**src/rtl/mem_stage.sv**
```systemverilog
// MEM stage: latches EX->MEM, waits on data_ok, aligns load data, drives WB/RF buses.
// Optional MEM_ADDR_CHK_EN flags misaligned accesses on mem_excp.
module mem_stage #(
  parameter int EX_TO_MEM_WD = 142,
  parameter int MEM_TO_WB_WD = 136,
  parameter int STALL_WD     = 6
) (
  input  logic                    clk,
  input  logic                    rst,
  input  logic [STALL_WD-1:0]     stall,
  input  logic [EX_TO_MEM_WD-1:0] ex_to_mem_bus,
  input  logic [4:0]              ex_load_op,
  input  logic [31:0]             data_sram_rdata,
  input  logic                    data_ok,
  output logic                    stallreq_for_mem,
  output logic [MEM_TO_WB_WD-1:0] mem_to_wb_bus,
  output logic [103:0]            mem_to_rf_bus,
  output logic                    mem_excp
);

  typedef enum logic [1:0] {
    S_IDLE,
    S_WAIT,
    S_DONE
  } state_t;

  logic [EX_TO_MEM_WD-1:0] r_bus;
  logic [4:0]              r_op;
  logic [31:0]             r_buf;
  state_t                  r_state;
  state_t                  w_nxt;

  logic        w_load;
  logic        w_bub;
  logic        w_adv;
  logic        w_in_excp;
  logic        w_excp;
  logic        w_in_en;
  logic        w_cap;
  logic        w_pend;
  logic        w_we;
  logic [1:0]  w_a;
  logic [7:0]  w_byte;
  logic [15:0] w_half;
  logic [31:0] w_src;
  logic [31:0] w_ld;
  logic [31:0] w_wdata;
  logic        w_unused;

`ifdef MEM_ADDR_CHK_EN
  function automatic logic misal(
    input logic       en,
    input logic [1:0] a,
    input logic [3:0] wen,
    input logic       sel,
    input logic [4:0] op
  );
    logic half;
    logic word;
    half = op[2] | op[1] | (wen == 4'b0011) | (wen == 4'b1100);
    word = op[0] | (wen == 4'b1111) | (sel & (op == 5'b0));
    return en & ((half & a[0]) | (word & (a != 2'b00)));
  endfunction

  assign w_in_excp = misal(ex_to_mem_bus[43], ex_to_mem_bus[1:0],
                           ex_to_mem_bus[42:39], ex_to_mem_bus[38],
                           ex_load_op);
  assign w_excp = misal(r_bus[43], r_bus[1:0], r_bus[42:39],
                        r_bus[38], r_op);
`else
  assign w_in_excp = 1'b0;
  assign w_excp    = 1'b0;
`endif

  assign w_load  = ~stall[3];
  assign w_bub   = stall[3] & ~stall[4];
  assign w_adv   = w_load | w_bub;
  assign w_in_en = w_load & ex_to_mem_bus[43] & ~w_in_excp;

  always_comb begin
    w_nxt = r_state;
    w_cap = 1'b0;
    unique case (r_state)
      S_IDLE: begin
        if (w_adv) w_nxt = w_in_en ? S_WAIT : S_IDLE;
      end
      S_WAIT: begin
        if (data_ok) begin
          if (w_adv) begin
            w_nxt = w_in_en ? S_WAIT : S_IDLE;
          end else begin
            w_nxt = S_DONE;
            w_cap = 1'b1;
          end
        end
      end
      S_DONE: begin
        if (w_adv) w_nxt = w_in_en ? S_WAIT : S_IDLE;
      end
      default: w_nxt = S_IDLE;
    endcase
  end

  always_ff @(posedge clk or negedge rst) begin
    if (!rst) begin
      r_state <= S_IDLE;
      r_bus   <= '0;
      r_op    <= '0;
      r_buf   <= '0;
    end else begin
      r_state <= w_nxt;
      if (w_cap) r_buf <= data_sram_rdata;
      if (w_load) begin
        r_bus <= ex_to_mem_bus;
        r_op  <= ex_load_op;
      end else if (w_bub) begin
        r_bus <= '0;
        r_op  <= '0;
      end
    end
  end

  // A response still owed holds rf_we low so nothing stale is forwarded.
  assign w_pend = (r_state == S_WAIT) & ~data_ok;
  assign w_src  = ((r_state == S_WAIT) & data_ok) ? data_sram_rdata : r_buf;
  assign w_a    = r_bus[1:0];
  assign w_half = w_a[1] ? w_src[31:16] : w_src[15:0];

  always_comb begin
    w_byte = w_src[7:0];
    unique case (w_a)
      2'd0:    w_byte = w_src[7:0];
      2'd1:    w_byte = w_src[15:8];
      2'd2:    w_byte = w_src[23:16];
      default: w_byte = w_src[31:24];
    endcase
  end

  always_comb begin
    w_ld = w_src;
    unique case (1'b1)
      r_op[4]: w_ld = {{24{w_byte[7]}}, w_byte};
      r_op[3]: w_ld = {24'h0, w_byte};
      r_op[2]: w_ld = {{16{w_half[15]}}, w_half};
      r_op[1]: w_ld = {16'h0, w_half};
      default: w_ld = w_src;
    endcase
  end

  assign w_wdata = r_bus[38] ? w_ld : r_bus[31:0];
  assign w_we    = r_bus[37] & ~w_pend & ~w_excp;

  assign stallreq_for_mem = w_pend;
  assign mem_excp         = w_excp;

  assign mem_to_wb_bus = {r_bus[141:76], r_bus[75:44], w_we,
                          r_bus[36:32], w_wdata};
  assign mem_to_rf_bus = {r_bus[141:76], w_we, r_bus[36:32], w_wdata};

  assign w_unused = ^{stall[5], stall[2:0], r_bus[42:39]};

endmodule

```
**config.mk**
```make
export PLATFORM = sky130hd
export DESIGN_NAME = mem_stage
export DESIGN_NICKNAME = d
export VERILOG_FILES = /design/src/rtl/mem_stage.sv
export SDC_FILE = /design/constraint.sdc
export NUM_CORES = 1
export LEC_CHECK = 0
export ABC_CLOCK_PERIOD_IN_PS = 3650
export BUFFER_PORTS_ARGS = -buffer_cell sky130_fd_sc_hd__buf_4
export CAP_MARGIN = 20
export CORE_AREA = 2 2 166 168
export CTS_CLUSTER_SIZE = 40
export DETAILED_ROUTE_END_ITERATION = 10
export DIE_AREA = 0 0 168 170
export PLACE_DENSITY_LB_ADDON = 0.2
export SLEW_MARGIN = 20
export SYNTH_ARGS = -nofsm -noshare
export SYNTH_HDL_FRONTEND = slang
export SYNTH_SLANG_ARGS = --single-unit
```
**constraint.sdc**
```tcl
create_clock -name clk -period 3.65 [get_ports clk]
set_clock_uncertainty 0.15 [all_clocks]
set_input_delay 0.73 -clock clk [delete_from_list [all_inputs] [get_ports clk]]
set_output_delay 0.73 -clock clk [all_outputs]
set_load 0.03 [all_outputs]
```
==> summary by stage <==
Outcome
The run finished with clean final reports.

STA
Headroom to the max-slew limit came out at a little over half. At the pin with the least slew margin, the transition time is slightly above 0.7 ns. For this run, the top clock speed supported by timing is 0.283 GHz. The minimum clock period after layout is roughly 3.5 ns. The number of setup violations in the final report is 0. The post-route setup TNS is 0 ns.

The worst path uses a little over nine tenths of the clock period. Setup repair after global routing left no endpoint under its margin. Across all hold checks on the routed design, the worst slack comes to approximately 0.085 ns. The max-slew violation count came to 0.

Across all setup checks in the final design, the least slack found is 0.119 ns. The count of endpoints failing hold in the final timing report is 0.

Detailed routing
The ratio of routed vias to standard cells is about 4.7. For this block, the via count after detailed routing is 7628. In the final routed layout, each cell accounts on average for around 17 um. After detailed routing, the total wire length is 28100 um. In this run the remaining antenna-violating nets after routing total 0. The number of search-and-repair iterations in the first detailed-routing pass is 5. The count of unresolved DRC violations after routing is 0. The DRC marker count from the first detailed-route iteration is 481.

Logic synthesis
The most used flip-flop cell after synthesis is dfrtp_1. The count of distinct cell types in the synthesized netlist is 37. Summing every instance area after synthesis gives roughly 9900 sq um.

By count the netlist is led by buf_4 (211), dfrtp_1 (175), nand2_1 (164). Synthesis handed over a netlist of between 1k and 1.5k instances. The net count after synthesis is 1278.

The number of warnings printed during yosys synthesis is 0. The most frequent cell after synthesis is buf_4. In this run the mean area of a mapped cell was about 9 sq um. The largest total area in the synthesized netlist belongs to dfrtp_1. The number of flops mapped to enable cells by yosys is 0.

The register area share after synthesis is between 40% and 50%. Ranked by total cell area, the synthesized netlist is headed by dfrtp_1 (44%), buf_4 (16%), o21ai_0 (7.0%). Of all flip-flops after synthesis, the portion carrying an async set or reset was between 90% and 100%. The flop and latch count out of synthesis is between 150 and 200. In this run the biggest area consumer among cell types represents about 44% of the synthesized area.

Pwr
Dividing total power by cell area gives a power density of about 480 nW/um^2. The worst-case IR drop observed on VDD is ~0.24 mV. Summed over all cells, the static leakage comes to around 6.4 nW. The total chip power is between 5 and 6 mW.

Min path
The type of the worst min-delay path is input port to asynchronous set/reset pin.

Global routing
The initial antenna violation count is 0. The global-route congestion overflow total is 0. The number of global-route vias before repair is ~7.5k.

The total track usage is between 10% and 20%. The first global-routing pass estimated between 40000 and 50000 um of wire. The pin count of the biggest net entering global routing is between 80 and 90.

Die
430 I/O pins were placed. For this configuration, the core starts out at a cell density of 37.3%. The die is around 170 um wide. The core region is between 20000 and 30000 sq um. The die covers roughly 29000 sq um. The height of the die is ~170 um. The floorplan has 60 rows.

Worst setup path
The slowest stage cell on the critical path is mux4_1. The worst setup path is captured at a primary output. Of all nets on the critical path, the largest fanout is 18. The category of the worst setup path launch point is a flop. The delay of the slowest cell on the worst path is 0.56 ns. The required time reported for the critical path endpoint is between 2 and 3 ns. The cell type with the highest occurrence count on the critical path is buf_4. The worst endpoint data arrival time is about 2.7 ns.

The signal on the critical path passes through and3b_2 > buf_12 > buf_4 > mux4_1 > a21oi_1 > a31oi_1 > buf_4. The setup path with the least slack is of type flop to primary output.

Clocking
The root buffer cell chosen for the clock tree is clkbuf_16. The clock latency on the worst-skew pair is around 0.43 ns. The number of clock buffers added by TritonCTS is 17. TritonCTS built the clock tree. After clock tree synthesis, the clock-pin slew on the worst setup and hold paths is roughly 0.070 ns.

The clock sink total is between 150 and 200. After clock tree synthesis, the flow added hold-fix buffers numbering 0. The buffer levels on the longest clock path is 2.

The number of levels the H-tree was split into is 4.

Final layout
The area used by sequential logic in the layout is around 4400 sq um. The multi-input combinational cells in the finished layout cover a total of approximately 3200 sq um. In the final design database the tool counted 1472 nets. The fill cell instance count of the final layout is between 2k and 3k. The growth of design area from synthesis to finish is 26.1%. The number of antenna diodes in the final layout is 0. The share of layout cells above drive strength 1 is between 40% and 50%.

The share of the core filled with cells in the final layout is 47.0%.

Place
The count of buffers added on input and output ports is 419. The routability-driven placement congestion ratio is around 0.83. At the placement stage, the worst setup path has a slack of roughly 0.032 ns.

Summed over all nets, the half-perimeter wirelength after detailed placement is around 21000 um.

Run
The max-cap check violation count is 0.
## kinds of logic (layout without fill, tap and decap cells)
| logic type | count (synthesis) | after routing | share of synthesized area, % |
|---|---|---|---|
| buffers and inverters | 410 | 617 | 23.9 |
| AND/OR/NAND/NOR | 219 | 219 | 8.85 |
| AO/OA/AOI/OAI | 196 | 196 | 11.4 |
| flip-flops | 175 | 175 | 44.1 |
| multiplexers | 89 | 89 | 11.7 |
| other | 1 | 1 | 0.0377 |
## power by group
part           switching [mW]  internal [mW]  total [mW]
Sequential              0.170           2.15        2.32
Combinational            1.06          0.804        1.87
Clock                   0.868          0.903        1.77
## worst max-delay path: cells and delay by family (launching register included)
family	cells	cell delay (ns)
mux	1	0.56
simple gates	1	0.31
compound gates	2	0.35
buf+inv	3	0.58
flops	1	0.42
## cells in the final DEF, fill, tap and decap left out, types with 4 or more instances in the layout
| cell type | n |
|---|---|
| a21oi_1 | 7 |
| a221oi_1 | 5 |
| a22oi_1 | 10 |
| a31oi_1 | 8 |
| a41oi_1 | 14 |
| buf_12 | 7 |
| buf_4 | 434 |
| clkbuf_16 | 17 |
| dfrtp_1 | 175 |
| inv_1 | 142 |
| inv_6 | 5 |
| inv_8 | 4 |
| mux2_2 | 59 |
| mux2i_1 | 15 |
| mux4_1 | 4 |
| mux4_2 | 11 |
| nand2_1 | 163 |
| nand2b_1 | 7 |
| nor2_1 | 34 |
| o21ai_0 | 139 |
## sequential cells by signal, summed over array words and instances, names as in the netlist
register	count
r_bus	137
r_buf	32
r_op	4
r_state	2
## stage by stage
step                cells  cell area, sq um
floorplan            1090              9940
global placement     1604             11900
detailed placement   1604             11900
CTS                  1636             12500
global route         1638             12500
finish               1638             12500
## what timing repair did
item | in CTS | in global routing
setup endpoints to repair | 6 | 38
setup buffers | 0 | 2
hold endpoints to repair | 0 | 0
pin swaps | 0 | 1
gates resized for setup | 2 | 3
## routing by layer
layer	share of wire, %	up-vias	GRT usage [%]
li1	-	3689	-
met1	43	3624	25.5
met2	48	290	31.8
met3	7.4	25	5.49
met4	1.5	0	5.52
met5	0	-	0
## final cells by class
type | instances | share of cell area, %
clock buffers | 18 | 3.42
clock inverters | 14 | 0.998
inverters | 143 | 4.28
multi-input cells | 505 | 25.7
flip-flops and latches | 175 | 34.9
well taps | 341 | 3.40
repair buffers | 442 | 27.2
## final timing paths
check,from,end,slack [ns],cells after the start
setup / recovery,r_state[1],mem_to_rf_bus[2],0.12,7
hold / removal,rst,r_bus[101],0.08,1
setup reg to reg,r_state[1],r_buf[2],1.85,4
hold reg to reg,r_bus[37],r_bus[37],0.33,2
max in group asynchronous,rst,r_bus[48],2.41,2
min in group clk,r_bus[37],r_bus[37],0.33,2
No activity file was read; power rests on OpenSTA's default activity.
